`src/rtl/route_table_sched.sv`:
```
// Arbitrates two writers and a bulk-clear engine onto the single LPM table write port.
// Every strobe lasts one cycle and is followed by GAP_CYCLES idle cycles; malformed entries are rejected.
module route_table_sched #(
  parameter int TABLE_SIZE = 1024,
  parameter int ADDR_W     = 10,
  parameter int GAP_CYCLES = 1
) (
  input  logic              aclk,
  input  logic              aresetn,
  input  logic              req0_valid,
  output logic              req0_ready,
  input  logic [ADDR_W-1:0] req0_addr,
  input  logic [98:0]       req0_entry,
  input  logic              req1_valid,
  output logic              req1_ready,
  input  logic [ADDR_W-1:0] req1_addr,
  input  logic [98:0]       req1_entry,
  input  logic              clr_start,
  output logic              clr_busy,
  output logic              clr_done,
  output logic              table_write_enable,
  output logic [ADDR_W-1:0] table_write_addr,
  output logic              table_entry_valid,
  output logic [31:0]       table_entry_prefix,
  output logic [5:0]        table_entry_prefix_len,
  output logic [2:0]        table_entry_action,
  output logic [47:0]       table_entry_dst_mac,
  output logic [8:0]        table_entry_egress_port,
  output logic              req_err,
  output logic [31:0]       wr_count,
  output logic [31:0]       rej_count,
  output logic [2:0]        o_dbg_state
);

  typedef enum logic [2:0] {
    S_IDLE      = 3'd0,
    S_WRITE     = 3'd1,
    S_GAP       = 3'd2,
    S_CLEAR_WR  = 3'd3,
    S_CLEAR_GAP = 3'd4
  } state_t;

  localparam logic [15:0]       GAP_LAST = 16'(GAP_CYCLES - 1);
  localparam logic [ADDR_W-1:0] CLR_LAST = ADDR_W'(TABLE_SIZE - 1);

  state_t              r_state;
  state_t              w_next_state;
  logic                r_rr_ptr;
  logic                r_clr_pend;
  logic [ADDR_W-1:0]   r_clr_addr;
  logic [15:0]         r_gap_cnt;
  logic                r_we;
  logic [ADDR_W-1:0]   r_addr;
  logic [98:0]         r_entry;
  logic                r_req_err;
  logic                r_clr_busy;
  logic                r_clr_done;
  logic [31:0]         r_wr_count;
  logic [31:0]         r_rej_count;

  logic                w_gnt0;
  logic                w_gnt1;
  logic                w_accept;
  logic                w_clr_go;
  logic                w_clr_next;
  logic                w_clr_fin;
  logic                w_gap_done;
  logic                w_bad0;
  logic                w_bad1;
  logic                w_sel_bad;
  logic [ADDR_W-1:0]   w_sel_addr;
  logic [98:0]         w_sel_entry;
  logic                w_wr_inc;
  logic [ADDR_W-1:0]   w_wr_addr;
  logic [98:0]         w_wr_entry;

  // Entry layout: [98]valid [97:66]prefix [65:60]prefix_len [59:57]action [56:9]dst_mac [8:0]port
  function automatic logic entry_bad(input logic [98:0] e);
    return (e[65:60] > 6'd32) || (e[98] && (e[59:57] > 3'd3));
  endfunction

  assign w_bad0      = entry_bad(req0_entry);
  assign w_bad1      = entry_bad(req1_entry);
  assign w_accept    = w_gnt0 || w_gnt1;
  assign w_sel_bad   = w_gnt1 ? w_bad1 : w_bad0;
  assign w_sel_addr  = w_gnt1 ? req1_addr : req0_addr;
  assign w_sel_entry = w_gnt1 ? req1_entry : req0_entry;
  assign w_gap_done  = (r_gap_cnt == GAP_LAST);

  // Handshake: a request transfers on a rising aclk edge where valid && ready.
  // Ready is only ever raised in IDLE, towards at most one requester, and the
  // requester must hold valid/addr/entry stable until that transfer.
  always_comb begin
    w_next_state = r_state;
    w_gnt0       = 1'b0;
    w_gnt1       = 1'b0;
    w_clr_go     = 1'b0;
    w_clr_next   = 1'b0;
    w_clr_fin    = 1'b0;
    case (r_state)
      S_IDLE: begin
        if (r_clr_pend || clr_start) begin
          w_clr_go     = 1'b1;
          w_next_state = S_CLEAR_WR;
        end else if (req0_valid && (!req1_valid || r_rr_ptr)) begin
          w_gnt0       = 1'b1;
          w_next_state = w_bad0 ? S_GAP : S_WRITE;
        end else if (req1_valid) begin
          w_gnt1       = 1'b1;
          w_next_state = w_bad1 ? S_GAP : S_WRITE;
        end
      end
      S_WRITE:    w_next_state = S_GAP;
      S_GAP:      if (w_gap_done) w_next_state = S_IDLE;
      S_CLEAR_WR: w_next_state = S_CLEAR_GAP;
      S_CLEAR_GAP: begin
        if (w_gap_done) begin
          if (r_clr_addr == CLR_LAST) begin
            w_clr_fin    = 1'b1;
            w_next_state = S_IDLE;
          end else begin
            w_clr_next   = 1'b1;
            w_next_state = S_CLEAR_WR;
          end
        end
      end
      default: w_next_state = S_IDLE;
    endcase
  end

  always_comb begin
    w_wr_inc   = 1'b0;
    w_wr_addr  = '0;
    w_wr_entry = '0;
    if (w_clr_go) begin
      w_wr_inc = 1'b1;
    end else if (w_clr_next) begin
      w_wr_inc  = 1'b1;
      w_wr_addr = r_clr_addr + 1'b1;
    end else if (w_accept && !w_sel_bad) begin
      w_wr_inc   = 1'b1;
      w_wr_addr  = w_sel_addr;
      w_wr_entry = w_sel_entry;
    end
  end

  always_ff @(posedge aclk or posedge aresetn) begin
    if (aresetn) r_state <= S_IDLE;
    else         r_state <= w_next_state;
  end

  // Strobe, address and fields are reloaded every cycle so they fall back to 0 after a strobe.
  always_ff @(posedge aclk or posedge aresetn) begin
    if (aresetn) begin
      r_rr_ptr    <= 1'b1;
      r_clr_pend  <= 1'b0;
      r_clr_addr  <= '0;
      r_gap_cnt   <= '0;
      r_we        <= 1'b0;
      r_addr      <= '0;
      r_entry     <= '0;
      r_req_err   <= 1'b0;
      r_clr_busy  <= 1'b0;
      r_clr_done  <= 1'b0;
      r_wr_count  <= '0;
      r_rej_count <= '0;
    end else begin
      r_we       <= w_wr_inc;
      r_addr     <= w_wr_addr;
      r_entry    <= w_wr_entry;
      r_req_err  <= w_accept && w_sel_bad;
      r_clr_done <= w_clr_fin;

      if (r_state == S_GAP || r_state == S_CLEAR_GAP) r_gap_cnt <= r_gap_cnt + 16'd1;
      else                                            r_gap_cnt <= '0;

      if (w_accept) r_rr_ptr <= w_gnt1;

      if (w_clr_go)                        r_clr_pend <= 1'b0;
      else if (clr_start && r_state != S_IDLE) r_clr_pend <= 1'b1;

      if (w_clr_go)        r_clr_addr <= '0;
      else if (w_clr_next) r_clr_addr <= r_clr_addr + 1'b1;

      if (w_clr_go)       r_clr_busy <= 1'b1;
      else if (w_clr_fin) r_clr_busy <= 1'b0;

      if (w_wr_inc && r_wr_count != 32'hFFFF_FFFF) r_wr_count <= r_wr_count + 32'd1;
      if (w_accept && w_sel_bad && r_rej_count != 32'hFFFF_FFFF) r_rej_count <= r_rej_count + 32'd1;
    end
  end

  // Ready must stay low while reset is held even though the FSM already reads IDLE.
  assign req0_ready              = w_gnt0 && !aresetn;
  assign req1_ready              = w_gnt1 && !aresetn;
  assign clr_busy                = r_clr_busy;
  assign clr_done                = r_clr_done;
  assign table_write_enable      = r_we;
  assign table_write_addr        = r_addr;
  assign table_entry_valid       = r_entry[98];
  assign table_entry_prefix      = r_entry[97:66];
  assign table_entry_prefix_len  = r_entry[65:60];
  assign table_entry_action      = r_entry[59:57];
  assign table_entry_dst_mac     = r_entry[56:9];
  assign table_entry_egress_port = r_entry[8:0];
  assign req_err                 = r_req_err;
  assign wr_count                = r_wr_count;
  assign rej_count               = r_rej_count;
  assign o_dbg_state             = r_state;

endmodule

```
`config.mk`:
```
export PLATFORM = sky130hd
export DESIGN_NAME = route_table_sched
export DESIGN_NICKNAME = d
export VERILOG_FILES = /design/src/rtl/route_table_sched.sv
export SDC_FILE = /design/constraint.sdc
export NUM_CORES = 1
export LEC_CHECK = 0
export CORE_MARGIN = 10
export CORE_UTILIZATION = 35
export DETAILED_ROUTE_END_ITERATION = 7
export PLACE_DENSITY_LB_ADDON = 0.05
export SKIP_LAST_GASP = 1
export SYNTH_ARGS = -nofsm -noshare
export SYNTH_HDL_FRONTEND = slang
export SYNTH_SLANG_ARGS = --single-unit
```
`constraint.sdc`:
```
create_clock -name aclk -period 18.7 [get_ports aclk]
set_clock_uncertainty 0.2 [all_clocks]
set_input_delay 3.74 -clock aclk [delete_from_list [all_inputs] [get_ports aclk]]
set_output_delay 3.74 -clock aclk [all_outputs]
set_load 0.01 [all_outputs]
```
# [Yosys cells after proc, flatten, opt, wreduce, memory -nomap -nowiden]
# Index checks and enable logic that the tools add are counted.
[word_totals] ff_bits=208 in_bits=223 out_inout_bits=182 wordCells=100
[op_classes] addsub=4 n_lt_le_gt_ge=4 eq_ne=10 muxes=43 n_reduce_logical=26
[ops] operator="two-way mux 99 bit" n=4
[ops] operator="adder 32 x 1 -> 32 bit, second input constant" n=2
[ops] operator="inequality test 32 bit, second input constant" n=2
[ops] operator="two-way mux 10 bit" n=6
[ops] operator="two-way mux 1 bit" n=23
[ops] operator="adder 16 x 1 -> 16 bit, second input constant" n=1
[ops] operator="logical NOT 16 bit" n=1
[ops] operator="two-way mux 16 bit" n=1
[ops] operator="two-way mux 3 bit" n=5
[ops] operator="one-hot mux 3 bit (5 select lines)" n=1
[ops] operator="> comparator 6 bit, second input constant" n=2
[ops] operator="adder 10 x 1 -> 10 bit, second input constant" n=1
[ops] operator="== test 10 bit, second input constant" n=1
[ops] operator="logical AND 1 bit" n=10
[ops] operator="== test 3 x 2 -> 1 bit, second input constant" n=2
[ops] operator="> comparator 3 x 2 -> 1 bit, second input constant" n=2
[ops] operator="logical OR 1 bit" n=6
[ops] operator="two-way mux 2 bit" n=3
[ops] operator="nonzero test 2 bit" n=3
[ops] operator="inequality test 2 bit, second input constant" n=2
[ops] operator="inequality test 4 bit, second input constant" n=1
[ops] operator="== test 3 x 1 -> 1 bit, second input constant" n=1
[ops] operator="== test 3 bit, second input constant" n=1
[ops] operator="logical NOT 1 bit" n=3
[ops] operator="other kinds (3)" n=3

# [Longest topological paths before layout]
# Gate-level depths: netlist (run 1).
[logic_depth] word_depth=13 mapped_depth=9 depth_no_buf=9

# [Least setup slack after synthesis (run 1)]
# No wires, ideal clock.
[synth_path] kind="in2out" startpoint="input clr_start" endpoint="output req1_ready" t_arrival_ns=4.856 required_time_ns=14.760 setup_slack_ns=9.904 cell_stages=5 path_buffers=2 path_cell_list="nor2_1 nand4_1 clkbuf_1 clkbuf_1 nor2_1"
[synth_between] elab_chain_len=4
[synth_rtl] item="start: declaration" line="18" text="input logic clr_start,"
[synth_rtl] item="logical OR 1 bit" line="102" text="if (r_clr_pend || clr_start) begin"
[synth_rtl] item="two-way mux 1 bit" line="102"
[synth_rtl] item="two-way mux 1 bit" line="100" text="case (r_state)"
[synth_rtl] item="logical AND 1 bit" line="195" text="assign req1_ready = w_gnt1 && !aresetn;"
[synth_rtl] item="end: declaration" line="15" text="output logic req1_ready,"
# Every way passes these cells.

# [Worst setup path in the final report (run 1)]
[layout_path] startpoint="input clr_start" endpoint="output req0_ready"
[layout_between] elab_chain_len=4
[layout_rtl] item="logical OR 1 bit" line="102"
[layout_rtl] item="two-way mux 1 bit" line="102"
[layout_rtl] item="two-way mux 1 bit" line="100"
[layout_rtl] item="logical AND 1 bit" line="194" text="assign req0_ready = w_gnt0 && !aresetn;"
[layout_rtl] item="end: declaration" line="11" text="output logic req0_ready,"
# Every way passes these cells.

==> impl_metrics.json, run 1 <==
{
  "yosysTopAreaCellShare": 0.564,
  "period_needed_ns": 9.64,
  "synth_nets": 1179,
  "synth_fa_ha_area_frac": 0.00681,
  "grt_pass1_vias": 8339,
  "p_int_mw": 0.872,
  "drtIter0Drc": 467,
  "cts_sinks": 208,
  "synth.area.top_cells": "dfrtp_1 (56%), nand2_1 (9.8%), a21oi_1 (6.1%)",
  "dpl.cell_count": 1650,
  "dp_hpwl_um": 26400,
  "seqPwrFrac": 0.411,
  "share_comb_of_total_power": 0.228,
  "setup_viol": 0,
  "layout-drive-gt1-share": 0.0450,
  "power_frac_clock": 0.361,
  "synth_top_family_by_area": "simple AND/OR/NAND/NOR gates",
  "synth.most_common_cell": "nand2_1",
  "vias": 8228,
  "hold_path.class": "flip-flop to flip-flop",
  "multi_input_area_mm2": 0.00376,
  "wl_per_cell_um": 20.8,
  "async_flop_share": 1.00,
  "dr.max_layer_used": "met4",
  "cts_buffers": 25,
  "finalNonFillerCells": 1691,
  "switching_share": 0.295,
  "portBuffers": 404,
  "power.switching_mw": 0.364,
  "holdBufCountCts": 0,
  "crit_type": "primary input to output port",
  "met3_length_um": 3150,
  "synth_top_flop_cell": "dfrtp_1",
  "ff2ff_path_depth": 6,
  "whs_path_depth": 1,
  "drc": 0,
  "synth_cell_types": 52,
  "overflow": 0,
  "fill_cells": 2324,
  "die_h_um": 182,
  "synth-xor-area-share": 0.0763,
  "wl_met1_um": 14000,
  "whs_ns": 0.287,
  "power_mw": 1.24,
  "core-area_mm2": 0.0259,
  "clk_pin_slew_ns": 0.06,
  "fp-row-count": 59,
  "worstMarginPinSlew_ns": 1.18,
  "start_util": 0.355,
  "gp_congestion": 0.822,
  "avgSynthCellArea_um2": 9.66,
  "final_hold_viol_count": 0,
  "regToRegSetupSlack_ns": 15.38,
  "htree_num_levels": 1,
  "start_kind": "primary input",
  "antenna_found_initial": 1,
  "post-route-util": 0.551,
  "cts_tree": "done",
  "ys_ff_latch": 208,
  "synth.largest_area_cell": "dfrtp_1",
  "period_share": 0.515,
  "met2_length_um": 17500,
  "arrival_ns": 5.70,
  "powerDensity_mw_per_mm2": 86.6,
  "yosysWarnings": 0,
  "seqCellArea_mm2": 0.00521,
  "leakagePower_nw": 6.32,
  "r2r_start": "o_dbg_state[0]",
  "relSlewSlack": 0.212,
  "drt_wl_total_um": 35200,
  "clockRootBuffer": "clkbuf_16",
  "die_area_mm2": 0.0331,
  "outcome": "finished, final reports clean",
  "area_growth_pct": 55.5,
  "fin_tns_setup_ns": 0,
  "cts_setup_buffers": 0,
  "die_w_um": 182,
  "synth-compound-area-share": 0.0913,
  "grt_max_degree": 85,
  "synth_edf_count": 0,
  "slew_violations": 0,
  "grt_setup_unrepaired": "false",
  "synth_mux_area_frac": 0.0181,
  "clk_path_buf_depth": 3,
  "grt_pass1_wl_um": 52600,
  "first_pass_iters": 5,
  "syn_inst": 951,
  "worstReg2RegEnd": "wr_count[1]",
  "io_pins": 405,
  "grtUsageTotal": 0.202,
  "synthesis.area_mm2": 0.00919,
  "drv_cap": 0,
  "worst-path-max-fanout": 8,
  "min_from": "r_gap_cnt[0]",
  "nNetsFinal": 1570,
  "via_per_inst": 4.87,
  "worstSkewPairLatency_ns": 0.52,
  "peakVddDrop_v": 0.0000772,
  "synth_simple_gate_area_share": 0.215,
  "critPathRequiredTime_ns": 14.76,
  "end_kind": "output port",
  "ant_nets": 0,
  "whs_endpoint": "r_gap_cnt[0]",
  "netlist_top_cells_count": "nand2_1 (241), dfrtp_1 (207), a21oi_1 (112)",
  "fmax_mhz": 104,
  "ys_seq_area_frac": 0.567,
  "cts_resized": 0
}
[cell families after synthesis]
logic type               after synthesis
flip-flops                           208
multiplexers                          16
XOR/XNOR                              80
AO/OA/AOI/OAI                        152
AND/OR/NAND/NOR                      430
adder cells (fa/ha/maj)                5
buffers and inverters                 60
[through the flow]
step / area, µm² / setup slack [ns]
final: 14300 / 9.06
after global routing: 14300 / 8.88
after CTS: 14300 / 9.06
after detailed placement: 13500 / 9.06
after global placement: 13500 / 9.11
after floorplan: 9190 / 9.08
[critical path: stages]
cell	delay (ns)
clkdlybuf4s50_1	0.43
nor2_1	0.41
nand4_1	0.35
nor2_1	0.20
clkdlybuf4s50_1	0.57
[state kept, by name, indices dropped and copies added, names as in the netlist]
signal / cells
table_write_enable: 1
r_clr_addr: 10
table_write_addr: 10
wr_count: 32
req_err: 1
clr_done: 1
o_dbg_state: 3
r_rr_ptr: 1
rej_count: 32
clr_busy: 1
r_gap_cnt: 16
r_entry: 99
r_clr_pend: 1
[cell type report]
class	instances	area share
inverter	14	0.00421
clock buffer	36	0.0502
tap	335	0.0293
antenna	1	0.000175
sequential	208	0.365
clock inverter	4	0.00166
timing repair buffer	410	0.286
multi-input combinational	683	0.264
[worst max path at each step]
| stage | start | end | slack (ns) | depth (start not counted) |
|---|---|---|---|---|
| detailed placement | clr_start | req0_ready | 9.06 | 5 |
| floorplan | aresetn | clr_busy | 9.08 | 1 |
| finish | clr_start | req0_ready | 9.06 | 5 |
| global route | clr_start | req0_ready | 8.88 | 5 |
| global placement | clr_start | req0_ready | 9.11 | 5 |
| CTS | clr_start | req0_ready | 9.06 | 5 |
[placed cells by master (no fill, tap or decap), types with 6 or more instances in the layout]
master and n:
buf_4 6, and4_1 7, or3_1 8, xor2_1 44
nand3_1 34, clkbuf_16 25, clkbuf_1 6, nor2_1 54
nor3_1 23, clkdlybuf4s50_1 404, inv_1 12, o22ai_1 9
nand4_1 17, xnor2_1 36, o21ai_0 10, and3_1 14
mux2i_1 11, dfrtp_1 207, a21oi_1 112, nor4_1 7
nand2_1 241
[power by group through the flow]
stage	clock, mW	combinational, mW	sequential [mW]
global placement	0	0.286	0.515
CTS	0.460	0.288	0.509
finish	0.446	0.282	0.509
floorplan	0	0.130	0.524
detailed placement	0	0.286	0.516
global route	0.480	0.310	0.513
[metal layers]
| metal | global-route usage | vias to the layer above |
|---|---|---|
| li1 | - | 3990 |
| met4 | 0.0368 | 0 |
| met2 | 0.343 | 252 |
| met3 | 0.0748 | 33 |
| met1 | 0.240 | 3953 |
| met5 | 0 | - |
No activity file was read; power rests on OpenSTA's default activity.
==> inputs of run 2 (changes only) <==
Clock period 18.7 ns to 9.72 ns, I/O delays scaled along.
==> run 2 against run 1 <==
Compared with the run above:
- hold slack about the same
- wire length is 1.6% higher
- sequential power grew 92%
- combinational power increased by 92%
- via count rose by 0.79%
- largest power group unchanged
==> impl_metrics.json, run 2 (synthesis results as in run 1) <==
{
  "grt_setup_unrepaired": "false",
  "clk_pin_slew_ns": 0.05,
  "pre_cts_slack_ns": 3.69,
  "period_share": 0.620,
  "first_pass_iters": 6,
  "cts_resized": 0,
  "holdBufCountCts": 0,
  "arrival_ns": 3.88,
  "area_growth_pct": 56.2,
  "ant_nets": 0,
  "overflow": 0,
  "layout-drive-gt1-share": 0.0463,
  "mostFrequentLayoutCells": "clkdlybuf4s50_1 (404), nand2_1 (241), dfrtp_1 (207)",
  "slew_violations": 0,
  "start_util": 0.355,
  "cts_tree": "done",
  "drtIter0Drc": 473,
  "regToRegSetupSlack_ns": 6.33,
  "largest_register_ffs": 99,
  "worst-path-max-fanout": 8,
  "cts_setup_buffers": 0,
  "outcome": "finished, final reports clean",
  "die_w_um": 182,
  "portBuffers": 404,
  "wl_per_cell_um": 21.1,
  "fin_tns_setup_ns": 0,
  "clockRootBuffer": "clkbuf_16",
  "core-area_mm2": 0.0259,
  "top_register": "r_entry",
  "nNetsFinal": 1570,
  "grt_max_degree": 135,
  "via_per_inst": 4.88,
  "gp_congestion": 0.814,
  "setup_viol": 0,
  "clk_path_buf_depth": 3,
  "powerDensity_mw_per_mm2": 170,
  "leakagePower_nw": 6.35,
  "grt_pass1_wl_um": 53300,
  "dp_hpwl_um": 26500,
  "critPathRequiredTime_ns": 7.58,
  "worstSkewPairLatency_ns": 0.52,
  "period_needed_ns": 6.03,
  "worstMarginPinSlew_ns": 1.19,
  "io_pins": 405,
  "cts_sinks": 208,
  "fp-row-count": 59,
  "final_hold_viol_count": 0,
  "die_h_um": 182,
  "vias": 8293,
  "hold_path.class": "flip-flop to flip-flop",
  "fmax_mhz": 166,
  "start_kind": "primary input",
  "die_area_mm2": 0.0331,
  "relSlewSlack": 0.204,
  "grtUsageTotal": 0.204,
  "end_kind": "output port",
  "drc": 0,
  "cts_buffers": 26,
  "final_common_cell": "clkdlybuf4s50_1",
  "antenna_found_initial": 2,
  "peakVddDrop_v": 0.000106,
  "crit_type": "primary input to output port",
  "drt_wl_total_um": 35800,
  "worst_slack_ns": 3.69,
  "drv_cap": 0,
  "htree_num_levels": 1,
  "grt_pass1_vias": 8302
}
-- run 2: cell count changes in the layout (fill, tap and decap cells not counted), sizes merged --
| cell | previous run | this run |
|---|---|---|
| clkbuf | 36 | 43 |
| inv | 15 | 14 |
| diode | 1 | 2 |
| clkinv | 3 | 4 |
| buf | 6 | 5 |
-- run 2: area by class of cell --
type / instances / area [µm²]
clock inverter: 4 / 20.0
sequential: 208 / 5210
antenna: 2 / 5.00
clock buffer: 43 / 796
multi-input combinational: 683 / 3760
tap: 335 / 419
timing repair buffer: 409 / 4080
fill: 2310 / 11600
inverter: 14 / 60.1
-- run 2: where the power goes --
part | switching (mW) | internal, mW
clock network | 0.365 | 0.553
logic | 0.296 | 0.246
registers | 0.0525 | 0.926
-- run 2: critical path, cell delays in order --
cell and delay (ns):
clkdlybuf4s50_1 0.45, nor2_1 0.39, nand4_1 0.36, nor2_1 0.18
clkdlybuf4s50_1 0.56
-- run 2: worst paths after layout --
| check | start | end | depth (start not counted) |
|---|---|---|---|
| worst max-delay path | clr_start | req0_ready | 5 |
| worst min-delay path | r_gap_cnt[0] | r_gap_cnt[0] | 1 |
| worst max register to register | o_dbg_state[0] | wr_count[1] | 6 |
| worst min register to register | r_gap_cnt[0] | r_gap_cnt[0] | 1 |
| max in group asynchronous | aresetn | table_write_addr[6] | 3 |
| min in group asynchronous | aresetn | r_entry[0] | 2 |
-- run 2: metal layers --
layer  vias to the layer above  part of all wire  global-route usage
met1                      3990              0.41               0.252
met3                        38             0.080              0.0644
met5                         -                 0                   0
met2                       272              0.50               0.342
li1                       3993                 -                   -
met4                         0             0.017              0.0452
-- run 2: stage by stage --
stage / hold WS (ns) / utilization / instances / instance area (µm²) / total power [mW]
2_1_floorplan: 0.255 / - / 951 / 9190 / 1.26
3_3_place_gp: 0.273 / 0.522 / 1649 / 13500 / 1.54
3_5_place_dp: 0.284 / 0.522 / 1649 / 13500 / 1.54
4_1_cts: 0.292 / 0.554 / 1696 / 14300 / 2.48
5_1_grt: 0.312 / 0.554 / 1698 / 14400 / 2.57
6_report: 0.287 / 0.554 / 1698 / 14400 / 2.44
==> inputs of run 3 (changes only) <==
Clock period 9.72 ns to 4.96 ns, I/O delays scaled along.
==> run 3 against run 2 <==
Compared with the run above:
- sequential cell count did not move
- critical path type unchanged
- clock power is 84% higher
- wire length is 2.4% lower
- first-iteration DRC count decreased by 16%
- die area unchanged
- largest cell class unchanged
- setup slack worse by 2.9 ns
- cell area up 0.17%
- critical path depth unchanged
- highest routed layer unchanged
- sequential power increased by 96%
- hold slack worse by 0.00079 ns
- total power grew 92%
- count of clock-buffer cells in the layout fell by 3
==> impl_metrics.json, run 3 (synthesis results as in run 1) <==
{
  "outcome": "finished, final reports clean",
  "start_util": 0.355,
  "grt_max_degree": 83,
  "drv_cap": 0,
  "worstSkewPairLatency_ns": 0.52,
  "dp_hpwl_um": 26200,
  "peakVddDrop_v": 0.000264,
  "final_common_cell": "clkdlybuf4s50_1",
  "antenna_found_initial": 4,
  "crit_type": "primary input to output port",
  "power.switching_mw": 1.38,
  "layout-drive-gt1-share": 0.0470,
  "fp-row-count": 59,
  "via_per_inst": 4.88,
  "end_kind": "output port",
  "cts_sinks": 208,
  "p_int_mw": 3.31,
  "first_pass_iters": 4,
  "holdBufCountCts": 0,
  "hold_path.class": "flip-flop to flip-flop",
  "power_frac_clock": 0.360,
  "grt_pass1_wl_um": 52700,
  "critPathRequiredTime_ns": 3.77,
  "fmax_mhz": 242,
  "worstMarginPinSlew_ns": 1.20,
  "vias": 8301,
  "powerDensity_mw_per_mm2": 326,
  "clk_pin_slew_ns": 0.06,
  "cts_setup_buffers": 0,
  "cts_resized": 0,
  "clockRootBuffer": "clkbuf_16",
  "nNetsFinal": 1575,
  "period_needed_ns": 4.14,
  "mostFrequentLayoutCells": "clkdlybuf4s50_1 (404), nand2_1 (241), dfrtp_1 (207)",
  "portBuffers": 404,
  "worst-path-max-fanout": 8,
  "leakagePower_nw": 6.35,
  "area_growth_pct": 56.5,
  "relSlewSlack": 0.201,
  "core-area_mm2": 0.0259,
  "post-route-util": 0.555,
  "drt_wl_total_um": 34900,
  "fin_tns_setup_ns": 0,
  "overflow": 0,
  "largest_register_ffs": 99,
  "setup_viol": 0,
  "io_pins": 405,
  "final_hold_viol_count": 0,
  "ant_nets": 0,
  "arrival_ns": 2.94,
  "htree_num_levels": 1,
  "drtIter0Drc": 395,
  "gp_congestion": 0.815,
  "switching_share": 0.295,
  "wl_per_cell_um": 20.5,
  "grtUsageTotal": 0.201,
  "period_share": 0.834,
  "die_w_um": 182,
  "cts_tree": "done",
  "top_register": "r_entry",
  "drc": 0,
  "clk_path_buf_depth": 3,
  "grt_pass1_vias": 8579,
  "cts_buffers": 24,
  "die_h_um": 182,
  "grt_setup_unrepaired": "false",
  "slew_violations": 0,
  "share_comb_of_total_power": 0.231,
  "die_area_mm2": 0.0331,
  "seqPwrFrac": 0.409,
  "start_kind": "primary input"
}
==> run 3: worst paths after layout <==
check,startpoint,slack [ns],cells after the start,to
setup / recovery,clr_start,0.82,5,req0_ready
min in group asynchronous,aresetn,0.75,2,table_write_addr[9]
setup reg to reg,o_dbg_state[0],2.11,7,wr_count[20]
max in group asynchronous,aresetn,2.98,3,table_write_enable
hold reg to reg,wr_count[4],0.29,1,wr_count[4]
hold / removal,wr_count[4],0.29,1,wr_count[4]
==> run 3: final cells by class <==
class	instances	area, µm²
Fill cell	2380	11500
Antenna cell	4	10.0
Inverter	14	56.3
Multi-Input combinational cell	683	3760
Clock buffer	40	732
Tap cell	335	419
Clock inverter	1	5.00
Sequential cell	208	5210
Timing Repair Buffer	416	4180
==> run 3: critical path, stage by stage <==
cell,delay [ns]
clkdlybuf4s50_1,0.44
nor2_1,0.40
nand4_1,0.34
nor2_1,0.19
clkdlybuf4s50_1,0.58
==> run 3: per-stage QoR <==
stage               power (mW)  instances  area [µm²]  setup slack, ns  hold WS [ns]
floorplan                 2.47        951        9190             1.07         0.255
global placement          3.04       1656       13600            0.861         0.275
detailed placement        3.05       1656       13600            0.844         0.281
CTS                       4.76       1697       14400            0.842         0.288
global route              4.93       1701       14400            0.689         0.310
finish                    4.69       1701       14400            0.824         0.286
==> run 3: power groups by stage <==
stage / Clock, mW / Sequential, mW / Combinational, mW
6_report: 1.69 / 1.92 / 1.08
4_1_cts: 1.73 / 1.92 / 1.11
5_1_grt: 1.80 / 1.94 / 1.19
3_3_place_gp: 0 / 1.94 / 1.10
3_5_place_dp: 0 / 1.95 / 1.10
2_1_floorplan: 0 / 1.97 / 0.492
==> run 3: per-layer routing <==
metal,global-route usage,wire length [µm],vias to the layer above
met5,0,0,-
met4,0.0579,676,0
met3,0.0716,2990,41
met2,0.342,17500,253
met1,0.234,13800,3998
li1,-,-,4009
